File: src/rtl/mat_mac_seq.sv
// mat_mac_seq: sequential N x N matrix ADD/SUB/MUL/MAC engine with a persistent accumulator.
// One inner-product term per cycle for MUL/MAC; operands and results use valid/ready.
module mat_mac_seq #(
  parameter int MAT_SIZE   = 3,
  parameter int DATA_WIDTH = 8,
  parameter int ACC_WIDTH  = 24
) (
  input  logic                                        clk_i,
  input  logic                                        rst_ni,
  input  logic                                        clr_i,
  input  logic                                        in_valid_i,
  output logic                                        in_ready_o,
  input  logic [1:0]                                  opcode_i,
  input  logic                                        signed_i,
  input  logic [MAT_SIZE*MAT_SIZE*DATA_WIDTH-1:0]     matrixA_i,
  input  logic [MAT_SIZE*MAT_SIZE*DATA_WIDTH-1:0]     matrixB_i,
  output logic                                        out_valid_o,
  input  logic                                        out_ready_i,
  output logic [MAT_SIZE*MAT_SIZE*ACC_WIDTH-1:0]      result_o,
  output logic                                        busy_o
);
  localparam int N  = MAT_SIZE;
  localparam int W  = DATA_WIDTH;
  localparam int AW = ACC_WIDTH;
  localparam int E  = N * N;
  localparam int KW = $clog2(N);
  localparam logic [1:0] OP_ADD = 2'b00;
  localparam logic [1:0] OP_SUB = 2'b01;
  localparam logic [1:0] OP_MAC = 2'b11;

  typedef enum logic [1:0] {IDLE, COMPUTE, DONE} state_t;

  state_t            state_q, state_d;
  logic [E*W-1:0]    a_q, a_d, b_q, b_d;
  logic [1:0]        op_q, op_d;
  logic              sgn_q, sgn_d;
  logic [KW-1:0]     k_q, k_d;
  logic [E*AW-1:0]   r_q, r_d, acc_q, acc_d, res_q, res_d, r_step;
  logic              accept, last;

  function automatic logic [W-1:0] el(input logic [E*W-1:0] m, input int i, input int j);
    return m[(E-1-(i*N+j))*W +: W];
  endfunction

  function automatic logic [AW-1:0] ext(input logic [W-1:0] v, input logic s);
    return {{(AW-W){s & v[W-1]}}, v};
  endfunction

  assign accept = state_q == IDLE && in_valid_i && !clr_i;
  assign last   = !op_q[1] || k_q == KW'(N-1);

  // Elementwise ADD/SUB, or one k-term of the matrix product added onto R
  always_comb begin
    r_step = r_q;
    for (int i = 0; i < N; i++) begin
      for (int j = 0; j < N; j++) begin
        r_step[(E-1-(i*N+j))*AW +: AW] =
          op_q == OP_ADD ? ext(el(a_q, i, j), sgn_q) + ext(el(b_q, i, j), sgn_q) :
          op_q == OP_SUB ? ext(el(a_q, i, j), sgn_q) - ext(el(b_q, i, j), sgn_q) :
          r_q[(E-1-(i*N+j))*AW +: AW] +
            ext(el(a_q, i, int'(k_q)), sgn_q) * ext(el(b_q, int'(k_q), j), sgn_q);
      end
    end
  end

  always_ff @(posedge clk_i or negedge rst_ni) begin
    if (!rst_ni) state_q <= IDLE;
    else         state_q <= state_d;
  end

  always_comb begin
    state_d = state_q;
    case (state_q)
      IDLE:    state_d = accept ? COMPUTE : IDLE;
      COMPUTE: state_d = clr_i ? IDLE : last ? DONE : COMPUTE;
      DONE:    state_d = clr_i || out_ready_i ? IDLE : DONE;
      default: state_d = IDLE;
    endcase
  end

  always_comb begin
    in_ready_o  = state_q == IDLE && !clr_i;
    out_valid_o = state_q == DONE;
    busy_o      = state_q != IDLE;
    result_o    = res_q;
  end

  always_comb begin
    a_d   = accept ? matrixA_i : a_q;
    b_d   = accept ? matrixB_i : b_q;
    op_d  = accept ? opcode_i : op_q;
    sgn_d = accept ? signed_i : sgn_q;
    k_d   = k_q;
    r_d   = r_q;
    res_d = res_q;
    acc_d = clr_i ? '0 : acc_q;
    if (accept) begin
      k_d = '0;
      r_d = opcode_i == OP_MAC ? acc_q : '0;
    end
    if (state_q == COMPUTE && !clr_i) begin
      r_d   = r_step;
      k_d   = last ? k_q : k_q + 1'b1;
      res_d = last ? r_step : res_q;
    end
    // Accumulator commits only when a MAC result is actually taken
    if (state_q == DONE && !clr_i && out_ready_i && op_q == OP_MAC) acc_d = r_q;
  end

  always_ff @(posedge clk_i or negedge rst_ni) begin
    if (!rst_ni) begin
      a_q   <= '0;
      b_q   <= '0;
      op_q  <= '0;
      sgn_q <= 1'b0;
      k_q   <= '0;
      r_q   <= '0;
      acc_q <= '0;
      res_q <= '0;
    end else begin
      a_q   <= a_d;
      b_q   <= b_d;
      op_q  <= op_d;
      sgn_q <= sgn_d;
      k_q   <= k_d;
      r_q   <= r_d;
      acc_q <= acc_d;
      res_q <= res_d;
    end
  end
endmodule

File: config.mk
export PLATFORM = sky130hd
export DESIGN_NAME = mat_mac_seq
export DESIGN_NICKNAME = d
export VERILOG_FILES = /design/src/rtl/mat_mac_seq.sv
export SDC_FILE = /design/constraint.sdc
export NUM_CORES = 2
export LEC_CHECK = 0
export CAP_MARGIN = 20
export CORE_MARGIN = 10
export CORE_UTILIZATION = 50
export CTS_CLUSTER_DIAMETER = 30
export CTS_CLUSTER_SIZE = 24
export DETAILED_ROUTE_END_ITERATION = 10
export GPL_ROUTABILITY_DRIVEN = 0
export PLACE_DENSITY_LB_ADDON = 0.05
export RECOVER_POWER = 100
export SLEW_MARGIN = 30
export SYNTH_ARGS = -nofsm -noshare
export SYNTH_HDL_FRONTEND = slang
export SYNTH_SLANG_ARGS = --single-unit
export TNS_END_PERCENT = 50
File: constraint.sdc
create_clock -name clk_i -period 9.48 [get_ports clk_i]
set_input_delay 1.422 -clock clk_i [delete_from_list [all_inputs] [get_ports clk_i]]
set_output_delay 1.422 -clock clk_i [all_outputs]
set_load 0.02 [all_outputs]
==> impl_metrics.tcl <==
set metrics [dict create \
    clk_latency_ns 0.86 \
    initial_utilization_pct 50.4 \
    crit_type "reg -> reg" \
    yosysMostFrequentCell "nand2_1" \
    slew-limit-headroom_pct -248 \
    die_y_um 412 \
    multi_input_area_um2 51700 \
    cts_buffer_depth 3 \
    clk_pin_slew_ns 0.05 \
    maxSlewViolCount 1188 \
    synth_xor_area_share_pct 4.65 \
    synth_compound_area_share_pct 17.5 \
    num_rows 143 \
    die_w_um 412 \
    hp-class "reg -> reg" \
    via_count 67100 \
    root_buffer "clkbuf_16" \
    cts_tree "done" \
    arrival_ns 9.95 \
    violations "capacitance limit, slew limit" \
    skew_ns 0.0771 \
    drive_above_1_share_pct 8.47 \
    setup_viol 0 \
    first_global_vias 67600 \
    cp-start-kind "register" \
    critPathSlowestCell "fa_1" \
    cts_made_buffers 208 \
    ys_dominant_reg_cell "dfrtp_1" \
    drc_errors 0 \
    yosys.area.top_type "dfrtp_1" \
    grt_max_degree 193 \
    syn_area_um2 76700 \
    register_area_um2 20000 \
    firstDrtPassIters 9 \
    syn_nets 10300 \
    grt.overflow.total 0 \
    ys_types 99 \
    syn_to_final_growth_pct 18.9 \
    yosys_warnings 0 \
    yosys.area.top_type_share_pct 26.1 \
    num_io_pins 371 \
    fin_crit_ns 9.19 \
    synth_commonest_cells "1199 x nand2_1, 970 x inv_1, 827 x o21ai_0" \
    viasPerCell 5.87 \
    max_freq_ghz 0.109 \
    dpl.hpwl_mm 226 \
    antenna_found_initial 20 \
    grt_use_total_pct 33.6 \
    coreArea_um2 152000 \
    routed_wl_mm 291 \
    fin_tns_setup_ns 0 \
    fin_crit_sh_pct 97.0 \
    worst_pin_slew_ns 5.23 \
    synth_edf_count 0 \
    synth-simple-area-share_pct 14.4 \
    synthTopCellsByArea "dfrtp_1 26%, fa_1 17%, ha_1 12%" \
    synth_top_family_by_area "adder cells" \
    outcome "finished, violations left" \
    fin_nets 10700 \
    hold_violations 0 \
    cap_violations 16 \
    synth_fa_ha_area_share_pct 28.7 \
    die_area_um2 169000 \
    ys_ff_latch 799 \
    rsz0062_at_grt "yes" \
    crit_path_frequent_cell "buf_4" \
    grt_pass1_wl_mm 433 \
    ys_seq_area_share_pct 26.1 \
    ys_async_sr_fraction_pct 100 \
    antenna_left 0 \
    avgRoutedWirePerCell_um 25.5 \
    clock-sinks 799 \
    max_stage_delay_ns 0.54 \
    nFillCells 13200 \
    ctsHtreeMaxLevel 4 \
    end_kind "register" \
    synth.area.mux_share_pct 1.78 \
    dr.first_iter.drc_count 6527 \
    syn_avg_cell_area_um2 8.74 \
    portBuffers 370 \
    synth_cells 8774 \
    worstPathRequired_ns 10.24 \
    worstPathMaxFanout 17 \
]
metal layers:
metal	wire [µm]	track usage [%]	vias to the layer above
met5	105	0	-
met4	19700	18.3	12
met3	30200	9.74	839
met2	130000	52.7	3280
met1	111000	41.7	32800
li1	-	-	30200
cell families after synthesis:
kind of cell / after synthesis
XOR/XNOR: 404
AO/OA/AOI/OAI: 2176
AND/OR/NAND/NOR: 2537
adder cells (fa/ha/maj): 1370
buffers and inverters: 1391
multiplexers: 97
flip-flops: 799
placed cells by master, fill, tap and decap left out, types with 134 or more instances in the layout:
cell type | netlist | layout
a21o_1 | 134 | 134
a21oi_1 | 461 | 454
a22oi_1 | 143 | 143
buf_4 | 1 | 243
clkbuf_16 | 0 | 210
clkdlybuf4s50_1 | 0 | 154
dfrtp_1 | 799 | 797
dlygate4sd3_1 | 0 | 214
fa_1 | 651 | 651
ha_1 | 719 | 717
inv_1 | 970 | 968
nand2_1 | 1199 | 1194
nand2b_1 | 293 | 293
nor2_1 | 703 | 695
o21ai_0 | 827 | 824
xnor2_1 | 302 | 297
final timing paths:
check	from	end	slack [ns]	cells past startpoint
hold / removal	acc_q[176]$_DFFE_PN0P_	r_q[176]$_DFFE_PN0P_	0.46	2
hold reg to reg	acc_q[176]$_DFFE_PN0P_	r_q[176]$_DFFE_PN0P_	0.46	2
setup reg to reg	k_q[0]$_DFFE_PN0P_	r_q[142]$_DFFE_PN0P_	0.29	39
min in group asynchronous	rst_ni	result_o[16]$_DFFE_PN0P_	2.48	1
max in group asynchronous	rst_ni	b_q[66]$_DFFE_PN0P_	1.21	3
setup / recovery	k_q[0]$_DFFE_PN0P_	r_q[142]$_DFFE_PN0P_	0.29	39
cell type report:
type	count	share of cell area [%]
diodes	15	0.0412
clock buffers	280	6.50
clock inverters	104	1.62
inverters	975	4.01
multi-input cells	6584	56.7
flip-flops and latches	799	21.9
well taps	2030	2.78
repair buffers	643	6.44
stage by stage:
stage | instances | utilization (%) | worst slack (ns) | cell area, µm² | hold slack, ns
6_report | 11400 | 59.9 | 0.289 | 91200 | 0.460
4_1_cts | 11400 | 59.7 | 0.272 | 91000 | 0.454
3_3_place_gp | 11000 | 54.9 | 0.376 | 83500 | 0.460
5_1_grt | 11400 | 59.9 | -0.0503 | 91200 | 0.484
2_1_floorplan | 8774 | - | 0.101 | 76700 | 0.458
3_5_place_dp | 11000 | 54.9 | 0.260 | 83600 | 0.464
state kept, by name (all words and copies together), names as in the netlist:
name	flops
b_q	72
sgn_q	1
state_q	2
k_q	2
result_o	216
op_q	2
acc_q	216
a_q	72
r_q	216
what timing repair did:
item                       4_1_cts  5_1_grt
hold buffers                     0        0
gates resized for setup          0       38
setup endpoints to repair        0       55
buffers inserted                 0       10
critical path: cells and delay by family, from the launching register on:
family	cells	cell delay, ns
simple gates	7	0.78
mux	1	0.32
flops	1	0.46
xor+xnor	3	0.48
compound gates	11	2.22
fa+ha+maj	8	3.38
buf+inv	9	1.51
Power is left out: the tool's default activity adds up to more than one toggle a clock period on the data nets, which glitch-free logic cannot reach.
